<file path="src/rtl/time_counter.sv">
// BCD hh:mm:ss time-of-day counter advanced by a 1 Hz enable, with a
// mode/increment state machine for setting hours and minutes from button pulses.
module time_counter #(
  parameter int unsigned HOUR_MAX = 23,
  parameter int unsigned MIN_MAX  = 59
) (
  input  logic       clk,
  input  logic       rst,
  input  logic       en_1hz,
  input  logic       btn_mode,
  input  logic       btn_inc,
  output logic [7:0] sec_bcd,
  output logic [7:0] min_bcd,
  output logic [7:0] hour_bcd,
  output logic [1:0] mode,
  output logic       blink,
  output logic       day_pulse
);

  localparam int unsigned FIELD_W = 8;
  localparam logic [FIELD_W-1:0] HOUR_MAX_BCD = {4'(HOUR_MAX / 10), 4'(HOUR_MAX % 10)};
  localparam logic [FIELD_W-1:0] MIN_MAX_BCD  = {4'(MIN_MAX / 10), 4'(MIN_MAX % 10)};

  typedef enum logic [1:0] {
    RUN      = 2'd0,
    SET_HOUR = 2'd1,
    SET_MIN  = 2'd2
  } state_t;

  state_t             state, state_nxt;
  logic [FIELD_W-1:0] sec_nxt, min_nxt, hour_nxt;
  logic               blink_nxt, day_pulse_nxt;

  logic [FIELD_W-1:0] sec_inc, min_inc, hour_inc;
  logic               sec_cy, min_cy, hour_cy;

  // Two-digit BCD increment; returns {carry, value}, wrapping to 00 at max.
  function automatic logic [FIELD_W:0] bcd_inc(input logic [FIELD_W-1:0] v,
                                               input logic [FIELD_W-1:0] max);
    logic [FIELD_W:0] r;
    if (v == max)            r = {1'b1, 8'h00};
    else if (v[3:0] == 4'd9) r = {1'b0, v[7:4] + 4'd1, 4'd0};
    else                     r = {1'b0, v[7:4], v[3:0] + 4'd1};
    return r;
  endfunction

  assign {sec_cy, sec_inc}   = bcd_inc(sec_bcd, MIN_MAX_BCD);
  assign {min_cy, min_inc}   = bcd_inc(min_bcd, MIN_MAX_BCD);
  assign {hour_cy, hour_inc} = bcd_inc(hour_bcd, HOUR_MAX_BCD);

  assign mode = state;

  always_ff @(posedge clk) begin
    if (rst) begin
      state     <= RUN;
      sec_bcd   <= 8'h00;
      min_bcd   <= 8'h00;
      hour_bcd  <= 8'h00;
      blink     <= 1'b0;
      day_pulse <= 1'b0;
    end else begin
      state     <= state_nxt;
      sec_bcd   <= sec_nxt;
      min_bcd   <= min_nxt;
      hour_bcd  <= hour_nxt;
      blink     <= blink_nxt;
      day_pulse <= day_pulse_nxt;
    end
  end

  always_comb begin
    state_nxt     = state;
    sec_nxt       = sec_bcd;
    min_nxt       = min_bcd;
    hour_nxt      = hour_bcd;
    blink_nxt     = 1'b0;
    day_pulse_nxt = 1'b0;
    unique case (state)
      RUN: begin
        if (btn_mode) begin
          // Entering set mode drops any coincident tick and zeroes seconds.
          state_nxt = SET_HOUR;
          sec_nxt   = 8'h00;
        end else if (en_1hz) begin
          sec_nxt = sec_inc;
          if (sec_cy) begin
            min_nxt = min_inc;
            if (min_cy) begin
              hour_nxt      = hour_inc;
              day_pulse_nxt = hour_cy;
            end
          end
        end
      end
      SET_HOUR: begin
        sec_nxt = 8'h00;
        if (btn_mode) begin
          state_nxt = SET_MIN;
        end else begin
          blink_nxt = blink ^ en_1hz;
          if (btn_inc) hour_nxt = hour_inc;
        end
      end
      SET_MIN: begin
        sec_nxt = 8'h00;
        if (btn_mode) begin
          state_nxt = RUN;
        end else begin
          blink_nxt = blink ^ en_1hz;
          if (btn_inc) min_nxt = min_inc;
        end
      end
      default: begin
        state_nxt = RUN;
      end
    endcase
  end

endmodule

</file>
<file path="config.mk">
export PLATFORM = sky130hd
export DESIGN_NAME = time_counter
export DESIGN_NICKNAME = d
export VERILOG_FILES = /design/src/rtl/time_counter.sv
export SDC_FILE = /design/constraint.sdc
export NUM_CORES = 1
export LEC_CHECK = 0
export CAP_MARGIN = 20
export CORE_UTILIZATION = 52
export CTS_CLUSTER_SIZE = 8
export DETAILED_ROUTE_END_ITERATION = 10
export PLACE_DENSITY = 0.8
export RECOVER_POWER = 50
export SETUP_SLACK_MARGIN = 0.2
export SLEW_MARGIN = 15
export SYNTH_ARGS = -nofsm -noshare
export SYNTH_HDL_FRONTEND = slang
export SYNTH_SLANG_ARGS = --single-unit
</file>
<file path="constraint.sdc">
create_clock -name clk -period 2.55 [get_ports clk]
set_clock_uncertainty 0.05 [all_clocks]
set_input_delay 0.51 -clock clk [delete_from_list [all_inputs] [get_ports clk]]
set_output_delay 0.51 -clock clk [all_outputs]
set_load 0.02 [all_outputs]
</file>
==> impl_summary.log <==
INFO  metric synth_xor_xnor_area_share = 0.507%
INFO  metric synthAdderAreaFrac = 11.6%
INFO  metric rr_worst_depth = 5
INFO  metric finalHoldViolations = 0
INFO  metric route.vias.total = 1,658
INFO  metric buffers_on_ports = 32
INFO  metric outcome = completed
INFO  metric finalSetupViolations = 0
INFO  metric fill_cells = 256
INFO  metric number_of_cells_traversed_by_the_worst_hold_path = 2
INFO  metric multi_input_logic_area = 0.00110 mm^2
INFO  metric synth_top_cell_area_share = 32.4%
INFO  metric power.static_leakage = 0.000859 uW
INFO  metric ir_worst_vdd = 0.222 mV
INFO  metric final_net_count = 255
INFO  metric ys_seq_elements = 28
INFO  metric clk-insertion-delay-late = 330 ps
INFO  metric syn-mean-instance-area = just under 9 um^2
INFO  metric cts_root_buf = clkbuf_4
INFO  metric setup_repair_after_global_routing_missed_its_margin = no
INFO  metric mappedNetlistNets = 217
INFO  metric max_cap_violations = 0
INFO  metric synthSimpleGateAreaFrac = 30.0%
INFO  metric finalCriticalPeriod = 2150 ps
INFO  metric syn_area = 0.00173 mm^2
INFO  metric post_cts_hold_buffer_count = 0
INFO  metric crit_path_top_delay_cell = or4_1
INFO  metric required = about 2800 ps
INFO  metric syn-instance-count = 196
INFO  metric tightest_slew = 654 ps
INFO  metric drcViolationCount = 0
INFO  metric startpoint_type = register
INFO  metric cp.arrival = 2370 ps
INFO  metric critical_path.reg2reg.startpoint = sec_bcd[0]
INFO  metric timing.fmax = around 460 MHz
INFO  metric max_stage_delay = ~570 ps
INFO  metric synth_mux_area_share = 2.61%
INFO  metric rr_endpoint = min_bcd[1]
INFO  metric min_from = min_bcd[7]
INFO  metric grt_pass1_vias = 1,549
INFO  metric crit_fanout = 15
INFO  metric synth-edff-count = 0
INFO  metric cts_clock_pin_slew_for_the_worst_setup_and_hold_paths = 160 ps
INFO  metric critPathCaptureType = register
INFO  metric post-route-period-util = 84.4%
INFO  metric chip_width = 59.6 um
INFO  metric postCtsResizedCells = 0
INFO  metric grt_pass1_wl = 6730 um
INFO  metric drtAntennaViolNets = 0
INFO  metric io-pin-count = 33
INFO  metric largest_net_degree_at_the_start_of_global_routing = 16
INFO  metric cts_made_buffers = 3
INFO  metric yosys_warnings = 0
INFO  metric setup.reg_to_reg.worst_slack = 400 ps
INFO  metric netlist.top_cell.by_area = dfxtp_1
INFO  metric holdPathEnd = min_bcd[7]
INFO  metric routedWlPerCell = 14.6 um
INFO  metric place.detailed.hpwl = 3050 um
INFO  metric design.die.area = 0.00356 mm^2
INFO  metric globalRoute.totalOverflow = 0
INFO  metric routabilityCongestion = 0.825
INFO  metric ys_dominant_reg_cell = dfxtp_1
INFO  metric yosys-top-cells-area = dfxtp_1 32%, ha_1 12%, a21oi_1 4.9%
INFO  metric synthArstFlopShare = 0%
INFO  metric core.rowCount = 20
INFO  metric finalInstanceArea = 0.00215 mm^2
INFO  metric worstPathCellList = ha_1 > nand4bb_4 > o21a_1 > or4_1 > a21oi_1
INFO  metric normalized_max_slew_margin = between 50 and 60%
INFO  metric part_of_the_yosys_area_used_for_sequential_elements = 32.4%
INFO  metric antenna-diode-count = 0
INFO  metric setup-tns-final = 0 ps
INFO  metric tritoncts = yes
INFO  metric critPathKind = register to register
INFO  metric cts_post_setup_buffers_inserted = 0
INFO  metric drt_iter0_drc = 103
INFO  metric drtPass1Iterations = 4
INFO  metric hold_path.class = register to register
INFO  metric die_h = 59.6 um
INFO  metric initial_core_util = 55.7%
INFO  metric ys_types = 47
INFO  metric synth_top_family_by_area = simple AND/OR/NAND/NOR gates
INFO  metric cts_num_sinks = 28
INFO  metric placed_cell_area = 0.00212 mm^2
INFO  metric gr-usage-all-layers = 24.9%
INFO  metric layout-drive-gt1-share = 6.44%
INFO  metric power.density_cell_area = 399 mW/mm^2
INFO  metric hold_ws = 455 ps
INFO  metric floorplan.core_area = 0.00310 mm^2
INFO  metric cts_max_path_buffers = 2
INFO  metric grt_antenna_before_repair = 0
INFO  metric flow.area_growth_from_synthesis = 24.6%
INFO  metric synth_compound_gate_area_share = a little under a fifth
INFO  metric final-max-slew-violation-count = 0
INFO  metric h-tree-depth = 1
INFO  metric post_drt_via_cell_ratio = between 5 and 6
INFO  metric ff_latch_area = 561 um^2
INFO  metric wirelength = 4050 um
-- worst max path at each step --
stage	startpoint	to	slack, ps	cells after the start
finish	sec_bcd[0]	min_bcd[1]	400	5
global route	mode[1]	min_bcd[6]	250	6
CTS	sec_bcd[0]	min_bcd[1]	390	5
detailed placement	en_1hz	min_bcd[1]	60	5
global placement	en_1hz	min_bcd[3]	180	5
floorplan	sec_bcd[0]	hour_bcd[6]	530	5
-- sequential cells by signal (all words and copies together) (netlist names) --
register / flops
mode: 2
hour_bcd: 8
sec_bcd: 8
blink: 1
day_pulse: 1
min_bcd: 8
-- critical path, delay by kind of cell (launching register included) --
family / cells / cell delay (ps)
flops: 1 / 450
fa+ha+maj: 1 / 280
simple gates: 2 / 750
compound gates: 2 / 560
-- cell usage in the layout, fill, tap and decap left out, types with 6 or more instances in the layout --
| cell type | instances |
|---|---|
| nand2_1 | 10 |
| clkdlybuf4s50_1 | 8 |
| or4_1 | 6 |
| o21ai_0 | 10 |
| nor2_1 | 10 |
| nand3_1 | 10 |
| a21oi_1 | 17 |
| nor3_1 | 6 |
| inv_1 | 13 |
| dlygate4sd3_1 | 24 |
| ha_1 | 16 |
| dfxtp_1 | 28 |
-- area by class of cell --
| type | count | share of cell area [%] |
|---|---|---|
| flip-flops and latches | 28 | 26.0 |
| well taps | 44 | 2.56 |
| clock buffers | 4 | 1.69 |
| multi-input cells | 151 | 51.2 |
| repair buffers | 37 | 16.3 |
| inverters | 13 | 2.27 |
-- power by group --
group / leakage (uW) / internal [uW] / switching (uW)
Sequential: 0.000227 / 450 / 17.4
Clock: 0.0000210 / 87.5 / 137
Combinational: 0.000612 / 66.9 / 100
-- layer usage --
| layer | vias to the layer above | routed length (um) | GRT usage [%] |
|---|---|---|---|
| met4 | 0 | 25 | 11.3 |
| met3 | 2 | 151 | 2.62 |
| li1 | 808 | - | - |
| met1 | 800 | 1800 | 29.9 |
| met5 | - | 0 | 0 |
| met2 | 48 | 2080 | 44.1 |
-- cell usage after synthesis, types with 4 or more instances --
| master | n |
|---|---|
| dfxtp_1 | 28 |
| a21oi_1 | 17 |
| ha_1 | 16 |
| inv_1 | 13 |
| nand2_1 | 10 |
| nand3_1 | 10 |
| nor2_1 | 10 |
| o21ai_0 | 10 |
| nor3_1 | 6 |
| or4_1 | 6 |
| and3b_1 | 5 |
| nand3b_1 | 5 |
| nor4_1 | 4 |
-- logic make-up after synthesis --
kind of cell	count (synthesis)
AO/OA/AOI/OAI	49
XOR/XNOR	1
adder cells (fa/ha/maj)	16
buffers and inverters	17
flip-flops	28
multiplexers	4
AND/OR/NAND/NOR	81
-- per-stage QoR --
stage | utilization, % | worst slack, ps | instances | total power (uW)
3_3_place_gp | 68.5 | 176 | 273 | 641
2_1_floorplan | - | 531 | 196 | 584
5_1_grt | 69.4 | 254 | 277 | 901
4_1_cts | 69.6 | 392 | 277 | 868
6_report | 69.4 | 398 | 277 | 860
3_5_place_dp | 68.5 | 61.3 | 273 | 647
Power figures use the tool's default switching activity.
